$ cat config.mk
export PLATFORM = sky130hd
export DESIGN_NAME = hazard_ctrl
export DESIGN_NICKNAME = d
export VERILOG_FILES = /design/src/rtl/hazard_pkg.sv /design/src/rtl/sat_counter.sv /design/src/rtl/hazard_ctrl.sv
export SDC_FILE = /design/constraint.sdc
export NUM_CORES = 1
export LEC_CHECK = 0
export BUFFER_PORTS_ARGS = -buffer_cell sky130_fd_sc_hd__buf_4
export CORE_MARGIN = 5
export CORE_UTILIZATION = 32
export DETAILED_ROUTE_END_ITERATION = 8
export HOLD_SLACK_MARGIN = 0.02
export PLACE_DENSITY = 0.65
export SYNTH_ARGS = -nofsm -noshare
export SYNTH_HDL_FRONTEND = slang
export SYNTH_SLANG_ARGS = --single-unit
$ cat constraint.sdc
create_clock -name clk -period 2.6 [get_ports clk]
set_input_delay 0.39 -clock clk [delete_from_list [all_inputs] [get_ports clk]]
set_output_delay 0.39 -clock clk [all_outputs]
set_load 0.03 [all_outputs]
$ cat src/rtl/hazard_pkg.sv
// Shared types and defaults for the pipeline hazard controller.
package hazard_pkg;

  typedef enum logic {RUN, MEM_WAIT} hz_state_t;

  localparam int unsigned WAIT_MAX_DEF = 15;

endpackage

$ cat src/rtl/sat_counter.sv
// Up-counter that saturates at all-ones instead of wrapping.
module sat_counter #(
  parameter int unsigned W = 32
) (
  input  logic         clk,
  input  logic         reset,
  input  logic         inc,
  output logic [W-1:0] count
);

  always_ff @(posedge clk or posedge reset) begin
    if (reset) begin
      count <= '0;
    end else if (inc && (count != '1)) begin
      count <= count + W'(1);
    end
  end

endmodule

$ cat src/rtl/hazard_ctrl.sv
// Hold/flush generation for the 5-stage pipeline: load-use, taken branch,
// and data-memory wait handling, plus stall/flush performance counters.
module hazard_ctrl
  import hazard_pkg::*;
#(
  parameter int unsigned REG_W    = 5,
  parameter int unsigned WAIT_MAX = WAIT_MAX_DEF,
  parameter int unsigned CNT_W    = 32
) (
  input  logic             clk,
  input  logic             reset,
  input  logic [REG_W-1:0] rs1_d,
  input  logic [REG_W-1:0] rs2_d,
  input  logic             rs1_used_d,
  input  logic             rs2_used_d,
  input  logic [REG_W-1:0] rd_e,
  input  logic             mem_read_e,
  input  logic             pc_src_e,
  input  logic             mem_access_m,
  input  logic             mem_ready_m,
  output logic             stall_f,
  output logic             stall_d,
  output logic             stall_e,
  output logic             stall_m,
  output logic             flush_d,
  output logic             flush_e,
  output logic             flush_w,
  output logic             mem_timeout,
  output logic [CNT_W-1:0] stall_cnt,
  output logic [CNT_W-1:0] flush_cnt
);

  localparam int unsigned WAIT_W = $clog2(WAIT_MAX + 1);

  hz_state_t         state;
  logic [WAIT_W-1:0] wait_cnt;
  logic              mem_stall;
  logic              lu;

  // Hazard decode; a memory stall freezes everything, so a resolved branch
  // stays in EX and is acted on once memory releases.
  always_comb begin
    mem_stall = mem_access_m & ~mem_ready_m;
    lu        = mem_read_e & (rd_e != '0) &
                ((rs1_used_d & (rs1_d == rd_e)) | (rs2_used_d & (rs2_d == rd_e)));
    stall_f   = 1'b0;
    stall_d   = 1'b0;
    stall_e   = 1'b0;
    stall_m   = 1'b0;
    flush_d   = 1'b0;
    flush_e   = 1'b0;
    flush_w   = 1'b0;
    if (mem_stall) begin
      stall_f = 1'b1;
      stall_d = 1'b1;
      stall_e = 1'b1;
      stall_m = 1'b1;
      flush_w = 1'b1;
    end else if (pc_src_e) begin
      flush_d = 1'b1;
      flush_e = 1'b1;
    end else if (lu) begin
      stall_f = 1'b1;
      stall_d = 1'b1;
      flush_e = 1'b1;
    end
  end

  // Memory-wait tracking; timeout is sticky until reset, FSM keeps waiting.
  always_ff @(posedge clk or posedge reset) begin
    if (reset) begin
      state       <= RUN;
      wait_cnt    <= '0;
      mem_timeout <= 1'b0;
    end else begin
      case (state)
        RUN: begin
          wait_cnt <= '0;
          if (mem_stall) state <= MEM_WAIT;
        end
        MEM_WAIT: begin
          if (mem_ready_m) begin
            state    <= RUN;
            wait_cnt <= '0;
          end else if (wait_cnt == WAIT_W'(WAIT_MAX)) begin
            mem_timeout <= 1'b1;
          end else begin
            wait_cnt <= wait_cnt + WAIT_W'(1);
          end
        end
      endcase
    end
  end

  sat_counter #(.W(CNT_W)) u_stall_cnt (
    .clk   (clk),
    .reset (reset),
    .inc   (stall_f),
    .count (stall_cnt)
  );

  sat_counter #(.W(CNT_W)) u_flush_cnt (
    .clk   (clk),
    .reset (reset),
    .inc   (flush_d | flush_e),
    .count (flush_cnt)
  );

endmodule

## Word level (Yosys, flattened, before mapping)

Index checks and enable logic that the tools add are counted.

| cells by class | value |
|---|---|
| add/subtract/negate cells | 3 |
| eq/ne operators | 6 |
| mux-type cells | 13 |
| bitwise operators | 9 |
| reduce and logical (&&, ||, !) cells | 4 |

Operators by type and width:

| operator | count |
|---|---|
| $add A32 B1 Y32 const B | 2 |
| $ne A32 B32 Y1 const B | 2 |
| $eq A5 B5 Y1 | 2 |
| $mux W1 | 9 |
| $mux W4 | 2 |
| $pmux W4 S2 | 1 |
| $and A1 B1 Y1 | 5 |
| $reduce_bool A5 Y1 | 1 |
| $add A4 B1 Y4 const B | 1 |
| $eq A4 B4 Y1 const B | 1 |
| $ne A3 B3 Y1 const B | 1 |
| $reduce_and A3 Y1 | 1 |
| $logic_and A1 B1 Y1 | 2 |
| $not A1 Y1 | 2 |
| $or A1 B1 Y1 | 2 |
| $pmux W1 S2 | 1 |

| storage, ports and cells | value |
|---|---|
| register bits after elaboration | 70 |
| input port bits | 23 |
| output and inout port bits | 72 |
| word-level logic and storage cells | 40 |

## Logic depth before layout (Yosys ltp)

| depth | value |
|---|---|
| depth in word-level cells | 9 |
| gate-level depth with buffers | 8 |

## Modules after synthesis

From an unflattened synthesis, not the netlist that was laid out.

| unflattened totals | value |
|---|---|
| cells, all modules | 328 |
| area total of the unflattened synthesis | 3,574.7 um^2 |

Modules (own cells, without submodules):

| module | times used | cells each | area each (um^2) |
|---|---|---|---|
| sat_counter | 2 | 139 | 1,561.5 |
| hazard_ctrl | 1 | 50 | 451.7 |

## Worst setup path after synthesis

Ideal clock, no wire load.

| timing | value |
|---|---|
| path kind | input to output |
| start | in rd_e[1] |
| end | out stall_f |
| data arrival time | 1.913 ns |
| data required time | 2.210 ns |
| setup slack | 0.297 ns |
| stages | 5 |
| buffers on the path | 1 |
| path through | or4_1 > o21a_1 > a31oi_2 > inv_1 > buf_4 |

| on the way | value |
|---|---|
| cells in the longest elaborated chain, start to end | 7 |

Ends and longest elaborated chain:

| element | RTL line | RTL |
|---|---|---|
| start: declaration | hazard_ctrl.sv:16 | `input logic [REG_W-1:0] rd_e,` |
| $eq A5 B5 Y1 | hazard_ctrl.sv:45 | `((rs1_used_d & (rs1_d == rd_e)) \| (rs2_used_d & (rs2_d == rd_e)));` |
| $and A1 B1 Y1 | hazard_ctrl.sv:45 |  |
| $or A1 B1 Y1 | hazard_ctrl.sv:45 |  |
| $and A1 B1 Y1 * | hazard_ctrl.sv:44 | `lu = mem_read_e & (rd_e != '0) &` |
| $mux W1 * (3 in series) | -- |  |
| end: declaration | hazard_ctrl.sv:21 | `output logic stall_f,` |

Mark *: on every way between the ends. The rest lies on a longest branch, timed or not.

## Worst setup path in the final report

| timing | value |
|---|---|
| start | in rd_e[1] |
| end | out flush_e |

| on the way | value |
|---|---|
| cells in the longest elaborated chain, start to end | 7 |

Ends and longest elaborated chain:

| element | RTL line | RTL |
|---|---|---|
| $eq A5 B5 Y1 | hazard_ctrl.sv:45 |  |
| $and A1 B1 Y1 | hazard_ctrl.sv:45 |  |
| $or A1 B1 Y1 | hazard_ctrl.sv:45 |  |
| $and A1 B1 Y1 * | hazard_ctrl.sv:44 |  |
| $mux W1 * | hazard_ctrl.sv:62 | `end else if (lu) begin` |
| $mux W1 * | hazard_ctrl.sv:59 | `end else if (pc_src_e) begin` |
| $mux W1 * | hazard_ctrl.sv:53 | `if (mem_stall) begin` |
| end: declaration | hazard_ctrl.sv:26 | `output logic flush_e,` |

Marked as above.

==> run summary <==
Status - complete, no violations
Worst r2r dst - u_stall_cnt.count[31]
DRT Pass-1 Iters - 4
Static Leak - 2.31 nW
Setup Slack @ Placement - -25.4 ps
Via density per instance - 4.95
Final std cell area, no fill - 4780 um2
TritonCTS clock tree - done
DR vias - 2,900
Clock net sink count - 70
Required @ worst endpoint - 2210 ps
Dpl cells - 570
Yosys cell types - 42
Layout cell share with drive strength beyond 1 - 30.7%
Most common library cell in the layout ignoring fill and taps - buf_4
Max Transition Viols Final - 0
Highest routed layer - met4
HP Class - primary input to asynchronous set/reset pin
Global route total overflow - 0
Final cell count without fillers - 586
Maximum vdd drop - 0.000356 V
Synthesis-to-layout area growth - 33.0%
Antenna Nets Post-Route - 0
Met1 WL - 3860 um
Die H - 116 um
Final Skew - 6.19 ps
Final min period - 2410 ps
First-pass GRT wire length - 14,600 um
Total track usage - 13.5%
1st-iter DRT viols - 122
Setup violations, final - 0
Final GP Congestion - 0.819
Power density cells - 690 nW/um2
Final WS setup - 189 ps
HPWL Detailed - 6600 um
Detailed-route wire length per cell - 15.0 um
Io pins - 95
N_diodes - 0
Syn Area/Cell - 10.6 um2
Total Wirelength - 8760 um
Nets - 467
Mapped Nets - 365
CTS Buf Count - 9
Sequential share of the synthesized area - 48.7%
Mapped Cells - 339
Residual DRC - 0
CORE AREA - 10,900 um2
Port bufs - 94
Largest net degree at the start of global routing - 41
Synth Register Bits - 70
Placed cell area - 4470 um2
Worst-Skew Late Latency - 320 ps
Die area - 13,400 um2
Mapped cell area - 3590 um2
Worst Setup Start Kind - primary input
Critical Path AT - 2020 ps
Final Util - 43.7%
Crit Path Max Fanout - 10
Worst Max-Slew Pin Slew - 748 ps
CTS root buffer - clkbuf_16
Met3 routed WL - 591 um
CTS max path bufs - 2
Number of synthesized flops with an enable pin - 0
Highest-count cells in the layout ignoring fill and taps - buf_4, dfrtp_1, xnor2_1, xor2_1, nand2_1
Vias in the first global route - 2,928
Unrepaired setup endpoints after global routing - false
Cell Rows - 38
Detail Route met2 WL - 4210 um
Warnings, synthesis - 0
Die X - 116 um
Maxcap violations - 0
Initial Util - 32.9%
Prevailing post-synth register cell - dfrtp_1
Max Clock Freq - 415 MHz
RR Startpoint - u_stall_cnt.count[0]
Reg2reg setup slack - 330 ps
Worst Setup End Kind - output pin
Slew Limit Headroom - 50.0%
Crit share post-route - 92.7%
Initial antenna violation count - 0
Number of cells on the worst reg-to-reg path - 9
Reg clk slew, reported paths - 60 ps
Final hold vios - 0
Setup CP Type - primary input to output pin
H-tree depth - 3
FFs w/ async S/R, synth - 100%
[where the power goes]
group | internal (mW) | switching, mW
registers | 1.20 | 0.164
clock network | 0.764 | 0.449
logic | 0.285 | 0.432
total | 2.25 | 1.04
[metrics by stage]
step	total power, mW	hold slack, ps	TNS, ps
2_1_floorplan	1.80	526	0
3_3_place_gp	2.09	468	0
3_5_place_dp	2.11	468	-52.7
4_1_cts	3.34	204	0
5_1_grt	3.46	245	0
6_report	3.30	182	0
[layer usage]
metal  global-route usage [%]  vias up
met3                     3.39       11
met5                        0        -
met1                     18.7     1394
li1                         -     1406
met2                     21.3       89
met4                     3.63        0
[cells by family after synthesis]
kind of cell               after synthesis  synth area share, %
AOI/OAI and AO/OA                       11                 2.68
muxes                                    5                 1.53
and+or+nand+nor                        159                 25.7
buffers and inverters                   20                 2.96
xor gates and xnor gates                71                 17.3
DFF                                     70                 48.7
adders and majority gates                3                 1.04
[worst max-delay path, stage by stage]
cell and delay (ps):
buf_4 120, or4_1 570, o21a_1 230, o21ai_2 200, or2_2 210, inv_2 100
buf_4 180
[sequential cells by signal, summed over array words and instances (netlist names)]
register / count
state: 1
mem_timeout: 1
u_stall_cnt.count: 32
wait_cnt: 4
u_flush_cnt.count: 32
[cell usage after synthesis, types with 2 or more instances]
library cell   n  share of area (%)
mux2_2         4                1.3
nand2b_1       3               0.52
nand3_1       25                3.5
buf_2          4               0.56
nor2_1        15                1.6
dfrtp_1       70                 49
nand2_1       28                2.9
nor4_4         2                1.2
o211ai_1       2               0.42
nor3b_1        2               0.42
ha_1           3                1.0
buf_4          3               0.63
nor3_1        15                2.1
xnor2_1       41                 10
buf_6          2               0.63
nor3_2         3               0.84
or2_2          2               0.35
xor2_1        30                7.3
and3_1        17                3.0
nor4_1        10                1.7
and2_1         3               0.52
nor4b_1        3               0.73
and4_1         7                1.7
inv_1          9               0.94
nand4_1       19                3.3
[layout make-up]
type,instances,area (um2)
Timing Repair Buffer,101,771
Multi-Input combinational cell,249,1750
Fill cell,1038,6150
Sequential cell,70,1750
Inverter,10,37.5
Tap cell,140,175
Clock buffer,10,239
Clock inverter,6,61.3
[repair_timing]
action,4_1_cts,5_1_grt
hold buffers,0,0
setup endpoints to repair,0,18
resized for setup,0,2
setup buffers,0,0
[worst max-delay path by stage]
| stage | startpoint | cells after the start | endpoint |
|---|---|---|---|
| final | rd_e[1] | 7 | flush_e |
| after global routing | rd_e[1] | 7 | flush_e |
| after CTS | u_flush_cnt.count[0] | 6 | u_flush_cnt.count[1] |
| after detailed placement | rd_e[4] | 6 | u_flush_cnt.count[1] |
| after global placement | rd_e[1] | 6 | u_flush_cnt.count[1] |
| after floorplan | rd_e[1] | 5 | stall_f |
Power figures use the tool's default switching activity.
